File: config.mk
export PLATFORM = sky130hd
export DESIGN_NAME = scratch_pad_bank_arbiter
export DESIGN_NICKNAME = d
export VERILOG_FILES = /design/src/rtl/scratch_pad_bank_arbiter_pkg.sv /design/src/rtl/scratch_pad_bank_arbiter_rr_arbiter.sv /design/src/rtl/scratch_pad_bank_arbiter.sv
export SDC_FILE = /design/constraint.sdc
export NUM_CORES = 2
export LEC_CHECK = 0
export CORE_AREA = 2 2 443 445
export DETAILED_ROUTE_END_ITERATION = 8
export DIE_AREA = 0 0 445 447
export SYNTH_ARGS = -nofsm -noshare
export SYNTH_HDL_FRONTEND = slang
export SYNTH_SLANG_ARGS = --single-unit
File: constraint.sdc
create_clock -name clk -period 12.3 [get_ports clk]
set_clock_uncertainty 0.05 [all_clocks]
set_input_delay 2.46 -clock clk [delete_from_list [all_inputs] [get_ports clk]]
set_output_delay 2.46 -clock clk [all_outputs]
set_load 0.02 [all_outputs]
File: src/rtl/scratch_pad_bank_arbiter_pkg.sv
// scratch_pad_bank_arbiter_pkg
//   Shared definitions for the banked scratch-pad arbiter: access kinds,
//   statistics counter width, index-width and vector-slicing helpers.
//   Port and bank vectors are MSB-first: element i of an N-element vector
//   of W-bit words sits at bit offset (N-1-i)*W.
package scratch_pad_bank_arbiter_pkg;

    localparam int unsigned STAT_W = 32;

    typedef enum logic [1:0] {
        ACC_IDLE  = 2'd0,
        ACC_READ  = 2'd1,
        ACC_WRITE = 2'd2
    } acc_e;

    // Bits needed to index n items (at least one bit).
    function automatic int unsigned idx_w(input int unsigned n);
        return (n <= 1) ? 1 : int'($clog2(n));
    endfunction

    // Low bit offset of element idx in an MSB-first vector of n w-bit words.
    function automatic int unsigned slice_lo(input int unsigned idx,
                                             input int unsigned n,
                                             input int unsigned w);
        return (n - 1 - idx) * w;
    endfunction

endpackage

File: src/rtl/scratch_pad_bank_arbiter_rr_arbiter.sv
// scratch_pad_bank_arbiter_rr_arbiter
//   Round-robin arbiter for one bank. The search starts one past the last
//   granted port; the pointer moves only when a grant is issued and resets
//   to PORTS-1 so port 0 wins first.
// Ports:
//   clk    clock
//   rst    synchronous active-high reset
//   i_req  request vector, bit p = port p
//   o_gnt  one-hot grant (combinational), bit p = port p
module scratch_pad_bank_arbiter_rr_arbiter
    import scratch_pad_bank_arbiter_pkg::*;
#(
    parameter int unsigned PORTS = 4
) (
    input  logic             clk,
    input  logic             rst,
    input  logic [PORTS-1:0] i_req,
    output logic [PORTS-1:0] o_gnt
);

    localparam int unsigned PW = idx_w(PORTS);

    logic [PW-1:0] r_ptr;
    logic [PW-1:0] w_win;
    logic          w_any;
    int unsigned   w_idx;

    always_comb begin
        o_gnt = '0;
        w_win = '0;
        w_any = 1'b0;
        w_idx = 0;
        for (int unsigned k = 1; k <= PORTS; k++) begin
            w_idx = (32'(r_ptr) + k) % PORTS;
            if (!w_any && i_req[w_idx]) begin
                w_any        = 1'b1;
                w_win        = PW'(w_idx);
                o_gnt[w_idx] = 1'b1;
            end
        end
    end

    always_ff @(posedge clk) begin
        if (rst) begin
            r_ptr <= PW'(PORTS - 1);
        end else if (w_any) begin
            r_ptr <= w_win;
        end
    end

endmodule

File: src/rtl/scratch_pad_bank_arbiter.sv
// scratch_pad_bank_arbiter
//   Schedules PORTS requesters onto BANKS single-ported scratch-pad RAMs.
//   Low address bits pick the bank; each bank arbitrates round-robin and
//   drives registered strobes. A per-bank tag pipeline routes bank_q back
//   to the requesting port, giving a fixed RD_LATENCY+2 read latency.
//   Optional build macro SCRATCH_PAD_ARB_STATS_EN adds stat_conflicts:
//   per-port saturating counts of cycles with full asserted.
// Ports (port/bank vectors MSB-first, element 0 in the top slice):
//   clk, rst     clock, synchronous active-high reset
//   rd_en/wr_en  per-port read/write request
//   d, addr      per-port write data and word address
//   stall        per-port: block new read grants
//   full         per-port: request present but not granted (combinational)
//   q, valid     per-port registered read return
//   bank_*       registered bank strobes, local address, write data
//   bank_q       bank read data, RD_LATENCY cycles after bank_rd_en
module scratch_pad_bank_arbiter
    import scratch_pad_bank_arbiter_pkg::*;
#(
    parameter int unsigned PORTS      = 4,
    parameter int unsigned BANKS      = 4,
    parameter int unsigned WIDTH      = 64,
    parameter int unsigned ADDR_WIDTH = 11,
    parameter int unsigned RD_LATENCY = 2,
    localparam int unsigned BSEL_W    = idx_w(BANKS),
    localparam int unsigned BANK_AW   = ADDR_WIDTH - BSEL_W
) (
    input  logic                        clk,
    input  logic                        rst,
    input  logic [0:PORTS-1]            rd_en,
    input  logic [0:PORTS-1]            wr_en,
    input  logic [PORTS*WIDTH-1:0]      d,
    input  logic [PORTS*ADDR_WIDTH-1:0] addr,
    input  logic [0:PORTS-1]            stall,
    output logic [0:PORTS-1]            full,
    output logic [PORTS*WIDTH-1:0]      q,
    output logic [0:PORTS-1]            valid,
    output logic [0:BANKS-1]            bank_rd_en,
    output logic [0:BANKS-1]            bank_wr_en,
    output logic [BANKS*BANK_AW-1:0]    bank_addr,
    output logic [BANKS*WIDTH-1:0]      bank_d,
    input  logic [BANKS*WIDTH-1:0]      bank_q
`ifdef SCRATCH_PAD_ARB_STATS_EN
    ,
    output logic [PORTS*STAT_W-1:0]     stat_conflicts
`endif
);

    localparam int unsigned PW    = idx_w(PORTS);
    localparam int unsigned TAG_W = PW + 1;

    logic [WIDTH-1:0]   w_d      [PORTS];
    logic [BSEL_W-1:0]  w_bsel   [PORTS];
    logic [BANK_AW-1:0] w_baddr  [PORTS];
    logic [PORTS-1:0]   w_elig;
    logic [PORTS-1:0]   w_granted;
    logic [PORTS-1:0]   w_gnt_all [BANKS];
    logic               w_ret_live [BANKS];
    logic [PW-1:0]      w_ret_pid  [BANKS];
    logic [WIDTH-1:0]   w_bank_q   [BANKS];
    logic [WIDTH-1:0]   r_q        [PORTS];
    logic [PORTS-1:0]   r_valid;

    genvar gp, gb;

    for (gp = 0; gp < PORTS; gp++) begin : g_port
        logic [ADDR_WIDTH-1:0] w_addr;
        assign w_addr      = addr[slice_lo(gp, PORTS, ADDR_WIDTH) +: ADDR_WIDTH];
        assign w_d[gp]     = d[slice_lo(gp, PORTS, WIDTH) +: WIDTH];
        assign w_bsel[gp]  = w_addr[BSEL_W-1:0];
        assign w_baddr[gp] = w_addr[ADDR_WIDTH-1:BSEL_W];
        // Requests seen during reset are never eligible, so they show as full.
        assign w_elig[gp]  = !rst && (wr_en[gp] || (rd_en[gp] && !stall[gp]));
        assign full[gp]    = (rd_en[gp] || wr_en[gp]) && !w_granted[gp];
        assign q[slice_lo(gp, PORTS, WIDTH) +: WIDTH] = r_q[gp];
        assign valid[gp]   = r_valid[gp];
    end

    always_comb begin
        w_granted = '0;
        for (int unsigned b = 0; b < BANKS; b++) begin
            w_granted = w_granted | w_gnt_all[b];
        end
    end

    for (gb = 0; gb < BANKS; gb++) begin : g_bank
        logic [PORTS-1:0]   w_req;
        logic [PORTS-1:0]   w_gnt;
        acc_e               w_op;
        logic [BANK_AW-1:0] w_win_addr;
        logic [WIDTH-1:0]   w_win_d;
        logic [PW-1:0]      w_win_pid;
        logic               r_rd;
        logic               r_wr;
        logic [BANK_AW-1:0] r_addr;
        logic [WIDTH-1:0]   r_d;
        // Stage k holds {live, port_id} for the access strobed k cycles ago.
        logic [TAG_W-1:0]   r_tag [RD_LATENCY+1];

        always_comb begin
            w_req = '0;
            for (int unsigned p = 0; p < PORTS; p++) begin
                w_req[p] = w_elig[p] && (w_bsel[p] == BSEL_W'(gb));
            end
        end

        scratch_pad_bank_arbiter_rr_arbiter #(
            .PORTS (PORTS)
        ) u_rr (
            .clk   (clk),
            .rst   (rst),
            .i_req (w_req),
            .o_gnt (w_gnt)
        );

        always_comb begin
            w_op       = ACC_IDLE;
            w_win_addr = '0;
            w_win_d    = '0;
            w_win_pid  = '0;
            for (int unsigned p = 0; p < PORTS; p++) begin
                if (w_gnt[p]) begin
                    w_op       = wr_en[p] ? ACC_WRITE : ACC_READ;
                    w_win_addr = w_baddr[p];
                    w_win_d    = w_d[p];
                    w_win_pid  = PW'(p);
                end
            end
        end

        always_ff @(posedge clk) begin
            if (rst) begin
                r_rd   <= 1'b0;
                r_wr   <= 1'b0;
                r_addr <= '0;
                r_d    <= '0;
                for (int unsigned k = 0; k <= RD_LATENCY; k++) begin
                    r_tag[k] <= '0;
                end
            end else begin
                r_rd <= (w_op == ACC_READ);
                r_wr <= (w_op == ACC_WRITE);
                if (w_op != ACC_IDLE) begin
                    r_addr <= w_win_addr;
                    r_d    <= w_win_d;
                end
                r_tag[0] <= {(w_op == ACC_READ), w_win_pid};
                for (int unsigned k = 1; k <= RD_LATENCY; k++) begin
                    r_tag[k] <= r_tag[k-1];
                end
            end
        end

        assign w_gnt_all[gb]  = w_gnt;
        assign w_ret_live[gb] = r_tag[RD_LATENCY][TAG_W-1];
        assign w_ret_pid[gb]  = r_tag[RD_LATENCY][PW-1:0];
        assign w_bank_q[gb]   = bank_q[slice_lo(gb, BANKS, WIDTH) +: WIDTH];
        assign bank_rd_en[gb] = r_rd;
        assign bank_wr_en[gb] = r_wr;
        assign bank_addr[slice_lo(gb, BANKS, BANK_AW) +: BANK_AW] = r_addr;
        assign bank_d[slice_lo(gb, BANKS, WIDTH) +: WIDTH]        = r_d;
    end

    // A port wins at most one bank per cycle and every read has the same
    // latency, so at most one live tag targets a given port in any cycle.
    always_ff @(posedge clk) begin
        if (rst) begin
            r_valid <= '0;
            for (int unsigned p = 0; p < PORTS; p++) begin
                r_q[p] <= '0;
            end
        end else begin
            r_valid <= '0;
            for (int unsigned b = 0; b < BANKS; b++) begin
                if (w_ret_live[b]) begin
                    r_q[w_ret_pid[b]]     <= w_bank_q[b];
                    r_valid[w_ret_pid[b]] <= 1'b1;
                end
            end
        end
    end

`ifdef SCRATCH_PAD_ARB_STATS_EN
    for (gp = 0; gp < PORTS; gp++) begin : g_stat
        logic [STAT_W-1:0] r_cnt;
        always_ff @(posedge clk) begin
            if (rst) begin
                r_cnt <= '0;
            end else if (full[gp] && (r_cnt != '1)) begin
                r_cnt <= r_cnt + 1'b1;
            end
        end
        assign stat_conflicts[slice_lo(gp, PORTS, STAT_W) +: STAT_W] = r_cnt;
    end
`endif

endmodule
## Word level (Yosys, flattened, before mapping)

Memory sizes are Yosys's and may differ from the RTL's.
Cells that the tools add are included.

| storage, ports and cells | value |
|---|---|
| register bits | 312 |
| output and inout port bits | 564 |
| input port bits | 570 |
| word-level logic and storage cells | 463 |
| bits in writable memories | 292 |
| memories | 5 |

Memories:

| name | depth | width | read ports | clocked after memory_dff | write ports | RTL line | RTL |
|---|---|---|---|---|---|---|---|
| r_q | 4 | 64 | 4 | 0 | 4 | scratch_pad_bank_arbiter.sv:61 | `logic [WIDTH-1:0] r_q [PORTS];` |
| g_bank[0].r_tag | 3 | 3 | 3 | 0 | 3 | scratch_pad_bank_arbiter.sv:98 | `logic [TAG_W-1:0] r_tag [RD_LATENCY+1];` |
| g_bank[1].r_tag | 3 | 3 | 3 | 0 | 3 | scratch_pad_bank_arbiter.sv:98 |  |
| g_bank[2].r_tag | 3 | 3 | 3 | 0 | 3 | scratch_pad_bank_arbiter.sv:98 |  |
| g_bank[3].r_tag | 3 | 3 | 3 | 0 | 3 | scratch_pad_bank_arbiter.sv:98 |  |

| cells by class | value |
|---|---|
| multiplexer cells | 230 |
| add/subtract/negate cells | 16 |
| reductions and logical operators | 101 |
| bitwise gates (word level) | 30 |
| order comparisons | 40 |
| eq/ne operators | 20 |

Operators with widths:

| cell | number |
|---|---|
| $mux 64 | 20 |
| $reduce_or 64->1 | 4 |
| $mux 9 | 16 |
| $mux 2 | 48 |
| $mux 4 | 23 |
| $mux 1 | 75 |
| $or 4x4->4 | 18 |
| $logic_and 1x1->1 | 60 |
| $lt 2x3->1 const B | 20 |
| $demux 1 s2 | 20 |
| $ge 2x1->1 const B | 20 |
| $mux 3 | 12 |
| $bmux 1 s2 | 16 |
| $eq 2x2->1 const B | 12 |
| $logic_not 1->1 | 21 |
| $add 2x1->2 const B | 8 |
| $add 2x2->2 const B | 8 |
| $eq 2x1->1 const B | 8 |
| $or 1x1->1 | 12 |
| $logic_not 2->1 | 4 |
| $logic_or 1x1->1 | 8 |
| $reduce_bool 2->1 | 4 |

## Logic depth before layout (Yosys ltp)

| depth | value |
|---|---|
| depth after elaboration | 23 |
| gate-level depth with buffers | 15 |
| mapped depth without buffers | 11 |

## Modules after synthesis

From an unflattened synthesis, not the netlist that was laid out.

| second synthesis, totals | value |
|---|---|
| cell total of the unflattened synthesis | 4,297 |
| area total of the unflattened synthesis | 37,300.8 um^2 |

Modules (own cells, without submodules):

| module | area each (um^2) | times used | seq. area each (um^2) | cells an instance |
|---|---|---|---|---|
| scratch_pad_bank_arbiter | 34,778.4 | 1 | 14,413.8 | 3,997 |
| scratch_pad_bank_arbiter_rr_arbiter | 630.6 | 4 | 40.0 | 75 |

## Worst setup path before layout

No wires, ideal clock.

| path | value |
|---|---|
| path type | input-to-output |
| from | in rst |
| to | out full[1] in the netlist's numbering |
| stages | 13 |
| arrival time | 5,211 ps |
| path buffers | 5 |
| path slack | 4,579 ps |
| required time | 9,790 ps |
| cell sequence | buf_6 -> nand3b_4 -> a21o_1 -> mux4_2 -> buf_4 -> nor2_1 -> a21oi_1 -> a221o_1 -> buf_2 -> buf_2 -> buf_2 -> o21bai_1 -> nor4_1 |

| between the ends | value |
|---|---|
| cells in the longest elaborated chain, start to end | 20 |
| elaborated cells on any way between the ends | 122 |
| classes of those cells | 60 x mux; 15 x bitwise; 47 x reduce/logical |

Ends and longest elaborated chain:

| what | RTL line | RTL |
|---|---|---|
| start: declaration | scratch_pad_bank_arbiter.sv:29 | `input logic rst,` |
| $logic_not 1->1 * | scratch_pad_bank_arbiter.sv:73 | `assign w_elig[gp] = !rst && (wr_en[gp] \|\| (rd_en[gp] && !stall[gp]));` |
| $logic_and 1x1->1 | scratch_pad_bank_arbiter.sv:73 |  |
| $logic_and 1x1->1 | scratch_pad_bank_arbiter.sv:103 | `w_req[p] = w_elig[p] && (w_bsel[p] == BSEL_W'(gb));` |
| $bmux 1 s2 | scratch_pad_bank_arbiter_rr_arbiter.sv:35 | `if (!w_any && i_req[w_idx]) begin` |
| $mux 1 (implied by the code) | scratch_pad_bank_arbiter_rr_arbiter.sv:35 |  |
| $mux 1 | scratch_pad_bank_arbiter_rr_arbiter.sv:35 |  |
| $logic_not 1->1 | scratch_pad_bank_arbiter_rr_arbiter.sv:35 |  |
| $logic_and 1x1->1 | scratch_pad_bank_arbiter_rr_arbiter.sv:35 |  |
| [3 not listed] | -- |  |
| $mux 1 | scratch_pad_bank_arbiter_rr_arbiter.sv:35 |  |
| $logic_not 1->1 | scratch_pad_bank_arbiter_rr_arbiter.sv:35 |  |
| $logic_and 1x1->1 | scratch_pad_bank_arbiter_rr_arbiter.sv:35 |  |
| $mux 4 | scratch_pad_bank_arbiter_rr_arbiter.sv:35 |  |
| $or 4x4->4 (2 in a row) | scratch_pad_bank_arbiter.sv:82 | `w_granted = w_granted \| w_gnt_all[b];` |
| $or 4x4->4 * | scratch_pad_bank_arbiter.sv:82 |  |
| $logic_not 1->1 * | scratch_pad_bank_arbiter.sv:74 | `assign full[gp] = (rd_en[gp] \|\| wr_en[gp]) && !w_granted[gp];` |
| $logic_and 1x1->1 * | scratch_pad_bank_arbiter.sv:74 |  |
| end: declaration | scratch_pad_bank_arbiter.sv:35 | `output logic [0:PORTS-1] full,` |

Every way passes the cells marked *; elsewhere a longest branch is shown, timed or not. The select of a mux whose other input is x is not followed.

## Final worst setup path

| path | value |
|---|---|
| from | in wr_en[0] in the netlist's numbering |
| to | out full[0] in the netlist's numbering |

| between the ends | value |
|---|---|
| cells in the longest elaborated chain, start to end | 20 |
| elaborated cells on any way between the ends | 108 |
| classes of those cells | 60 x mux; 15 x bitwise; 33 x reduce/logical |

Ends and longest elaborated chain:

| what | RTL line | RTL |
|---|---|---|
| start: declaration | scratch_pad_bank_arbiter.sv:31 | `input logic [0:PORTS-1] wr_en,` |
| $logic_or 1x1->1 | scratch_pad_bank_arbiter.sv:73 |  |
| $logic_and 1x1->1 | scratch_pad_bank_arbiter.sv:73 |  |
| $logic_and 1x1->1 | scratch_pad_bank_arbiter.sv:103 |  |
| $bmux 1 s2 | scratch_pad_bank_arbiter_rr_arbiter.sv:35 |  |
| $mux 1 (implied by the code) | scratch_pad_bank_arbiter_rr_arbiter.sv:35 |  |
| $mux 1 | scratch_pad_bank_arbiter_rr_arbiter.sv:35 |  |
| $logic_not 1->1 | scratch_pad_bank_arbiter_rr_arbiter.sv:35 |  |
| $logic_and 1x1->1 | scratch_pad_bank_arbiter_rr_arbiter.sv:35 |  |
| [2 not listed] | -- |  |
| $logic_and 1x1->1 | scratch_pad_bank_arbiter_rr_arbiter.sv:35 |  |
| $mux 1 | scratch_pad_bank_arbiter_rr_arbiter.sv:35 |  |
| $logic_not 1->1 | scratch_pad_bank_arbiter_rr_arbiter.sv:35 |  |
| $logic_and 1x1->1 | scratch_pad_bank_arbiter_rr_arbiter.sv:35 |  |
| $mux 4 | scratch_pad_bank_arbiter_rr_arbiter.sv:35 |  |
| $or 4x4->4 (3 in a row) | scratch_pad_bank_arbiter.sv:82 |  |
| $logic_not 1->1 | scratch_pad_bank_arbiter.sv:74 |  |
| $logic_and 1x1->1 * | scratch_pad_bank_arbiter.sv:74 |  |

Marks and branches as above.

==> run metrics <==
status completed; Synthesis Warnings 0; first drt pass iteration count 9; cell with the most instances after synthesis o21ai_0; # DRC 0; max-slew violations 0; post-synth top area cell edfxtp_1; Synth Flop Type dfxtp_1; Slew headroom roughly a quarter; crit path launch type input pin; clk sinks 600; IO Pins 1134; Reg-to-Reg End g_bank[1].r_d[1]$_SDFFE_PP0P_; area delta synth->final 45.06%; post-route minimum period around 9.5 ns; largest family of logic cells by synthesized area compound AO/OA/AOI/OAI gates; min-delay worst type reg -> reg; number of distinct library cells after synthesis about 80; slowest CP cell clkdlybuf4s50_1; first-pass GRT wire length slightly above 300000 um; max cap viols 0; Critical Path End full[0]; Largest stage delay, worst path a little under 0.8 ns; compound-gate portion of the synthesized area approximately two fifths; Vias per Instance around 5.5; cell count after synthesis roughly 4200; clock root buffer clkbuf_16; die area between 0.15 and 0.2 sq mm; Setup TNS 0 ns; XOR/XNOR share of the synthesized area 0.07288%; Worst-Margin Slew roughly 1.1 ns; H-Tree Depth 3; Syn Nets a little under 5000; remaining global-route overflow 0; PortBufs 1133; period utilization 77.22%; Worst path top cell family by delay buffers and inverters; Final setup viols 0; Initial Util 18.57%; Post-synth EDFFs roughly 260; Setup crit end kind primary output; CTS tree built; Antenna Nets Post-Route 0; worst reg2reg path startpoint g_bank[1].u_rr.r_ptr[0]$_SDFFE_PP1P_; Simple-Gate Fraction of Synth Area between 10% and 20%; R2R setup slack 6.75 ns; crit path cell chain clkdlybuf4s50_1 > clkinv_1 > a21o_1 > mux4_2 > inv_1 > nor2_2 > a221oi_1 > nand2_1 > nor4_1 > clkdlybuf4s50_1; final net count approximately 5700; Synth async-reset ratio 0%; leak pwr ~17 nW; Area contributors post-synth edfxtp_1 21%, dfxtp_1 19%, o21ai_0 7.8%; Worst-path clk slew 0.06 ns; maximum VDD drop 0.1802 mV; Critical Path Source wr_en[0]; post-cts gate resize count 0; reg2reg path depth 11; largest net degree at the start of global routing about 110; Wirelength per Cell roughly 28 um; Post-CTS Setup Bufs 0; Die Y between 400 and 500 um; Tot GR Track Use between 20% and 30%; RSZ-0062 raised after global routing no; Mapped Area 0.03605 sq mm; core area a little under 0.2 sq mm; vias in the first global route approximately 40000; top cells by count, synth 565 x o21ai_0, 482 x nand2_1, 425 x a21oi_1; FP Rows 162; CP arrival approximately 7 ns; most frequent CP cell clkdlybuf4s50_1; CP Depth 10; Crit Path Class in -> out; CP Buf/Inv Count 4; syn_area_per_cell roughly 8.5 sq um; final wirelength approximately 220000 um; GPL Wtd Cong between 0.9 and 1; Tot Pwr about 11 mW; CTS Buffer Depth 3; dpl hpwl between 100000 and 150000 um; Hold Path Stages 1; required time worst endpoint around 10 ns; PwrDens roughly 220 mW/mm^2; Seq/Total Area, Yosys roughly two fifths; top cell type's share of synthesized area a little over a fifth; Initial DRC Count between 5000 and 6000; Hold-fix buffers, CTS 0; final hold viol count 0; Layout Utilization 26.93%; Inserted Clock Buffers 78; DR vias ~42000; share of post-route cells with drive strength above 1 about 6.8%; clock latency on the worst-skew pair roughly 0.70 ns; CP Max Fanout 15; Peak Freq between 0.1 and 0.15 GHz; fraction of the mapped netlist area in adder cells less than 1%; mux contribution to synthesized area less than 1%; Yosys reg bits 600; initial antenna violation count 55; Die Span X 445 um
==> final cells by class <==
cell class | instances | area [sq um]
Antenna cell | 46 | 115.1
Clock buffer | 104 | 2232
Clock inverter | 38 | 441.7
Fill cell | 20580 | 141900
Inverter | 171 | 644.4
Multi-Input combinational cell | 3009 | 19120
Sequential cell | 600 | 14580
Tap cell | 2542 | 3181
Timing Repair Buffer | 1215 | 11990
==> sequential cells by signal, indices dropped and copies added (netlist names) <==
register	flops
g_bank.r_wr	4
g_bank.r_addr	36
r_valid	4
g_bank.r_d	256
r_q	256
g_bank.r_tag	36
g_bank.u_rr.r_ptr	8
==> worst min path at each step <==
stage                                  endpoint  slack [ns]                        startpoint
3_5_place_dp   g_bank[0].r_tag[0][6]$_SDFF_PP0_        0.37  g_bank[0].r_tag[0][3]$_SDFF_PP0_
5_1_grt        g_bank[0].r_tag[0][8]$_SDFF_PP0_        0.41  g_bank[0].r_tag[0][5]$_SDFF_PP0_
6_report       g_bank[3].r_tag[0][3]$_SDFF_PP0_        0.38  g_bank[3].r_tag[0][0]$_SDFF_PP0_
4_1_cts        g_bank[0].r_tag[0][6]$_SDFF_PP0_        0.38  g_bank[0].r_tag[0][3]$_SDFF_PP0_
2_1_floorplan  g_bank[0].r_tag[0][3]$_SDFF_PP0_        0.36  g_bank[0].r_tag[0][0]$_SDFF_PP0_
3_3_place_gp   g_bank[0].r_tag[0][6]$_SDFF_PP0_        0.37  g_bank[0].r_tag[0][3]$_SDFF_PP0_
==> metrics by stage <==
step	std cells	cell area [sq um]	hold slack, ns	setup WS (ns)
6_report	7725	52300	0.3796	2.802
5_1_grt	7720	52290	0.4065	2.694
4_1_cts	7679	52180	0.3810	2.896
3_5_place_dp	7537	49510	0.3749	2.922
3_3_place_gp	7537	49510	0.3725	2.929
2_1_floorplan	4241	36050	0.3638	4.579
==> logic make-up (layout without fill, tap and decap cells) <==
| family | after synthesis | in the layout |
|---|---|---|
| adder cells (fa/ha/maj) | 28 | 28 |
| other | 0 | 46 |
| multiplexers | 19 | 19 |
| buffers and inverters | 632 | 1528 |
| XOR/XNOR | 3 | 3 |
| AND/OR/NAND/NOR | 995 | 995 |
| AO/OA/AOI/OAI | 1964 | 1964 |
| flip-flops | 600 | 600 |
==> cell usage in the layout (no fill, tap or decap), drive strengths merged, types with 151 or more instances in the layout <==
| master | n |
|---|---|
| o21ai | 576 |
| nor2 | 190 |
| inv | 172 |
| nand3 | 151 |
| edfxtp | 256 |
| nand2 | 482 |
| dfxtp | 344 |
| clkdlybuf4s50 | 1132 |
| a21oi | 427 |
| a221oi | 302 |
==> per-layer routing <==
metal / vias to the layer above / global-route usage, % / wire length [um]
li1: 17950 / - / -
met4: 16 / 13.89 / 15070
met5: - / 0 / 105
met3: 651 / 5.348 / 23330
met2: 3330 / 32.93 / 100500
met1: 20210 / 24.49 / 80070
==> where the power goes <==
group | switching (mW) | internal [mW] | total [mW]
clock | 1.05 | 1.40 | 2.45
sequential | 0.363 | 2.64 | 3.00
combinational | 3.65 | 2.34 | 5.99
No activity file was read; power rests on OpenSTA's default activity.
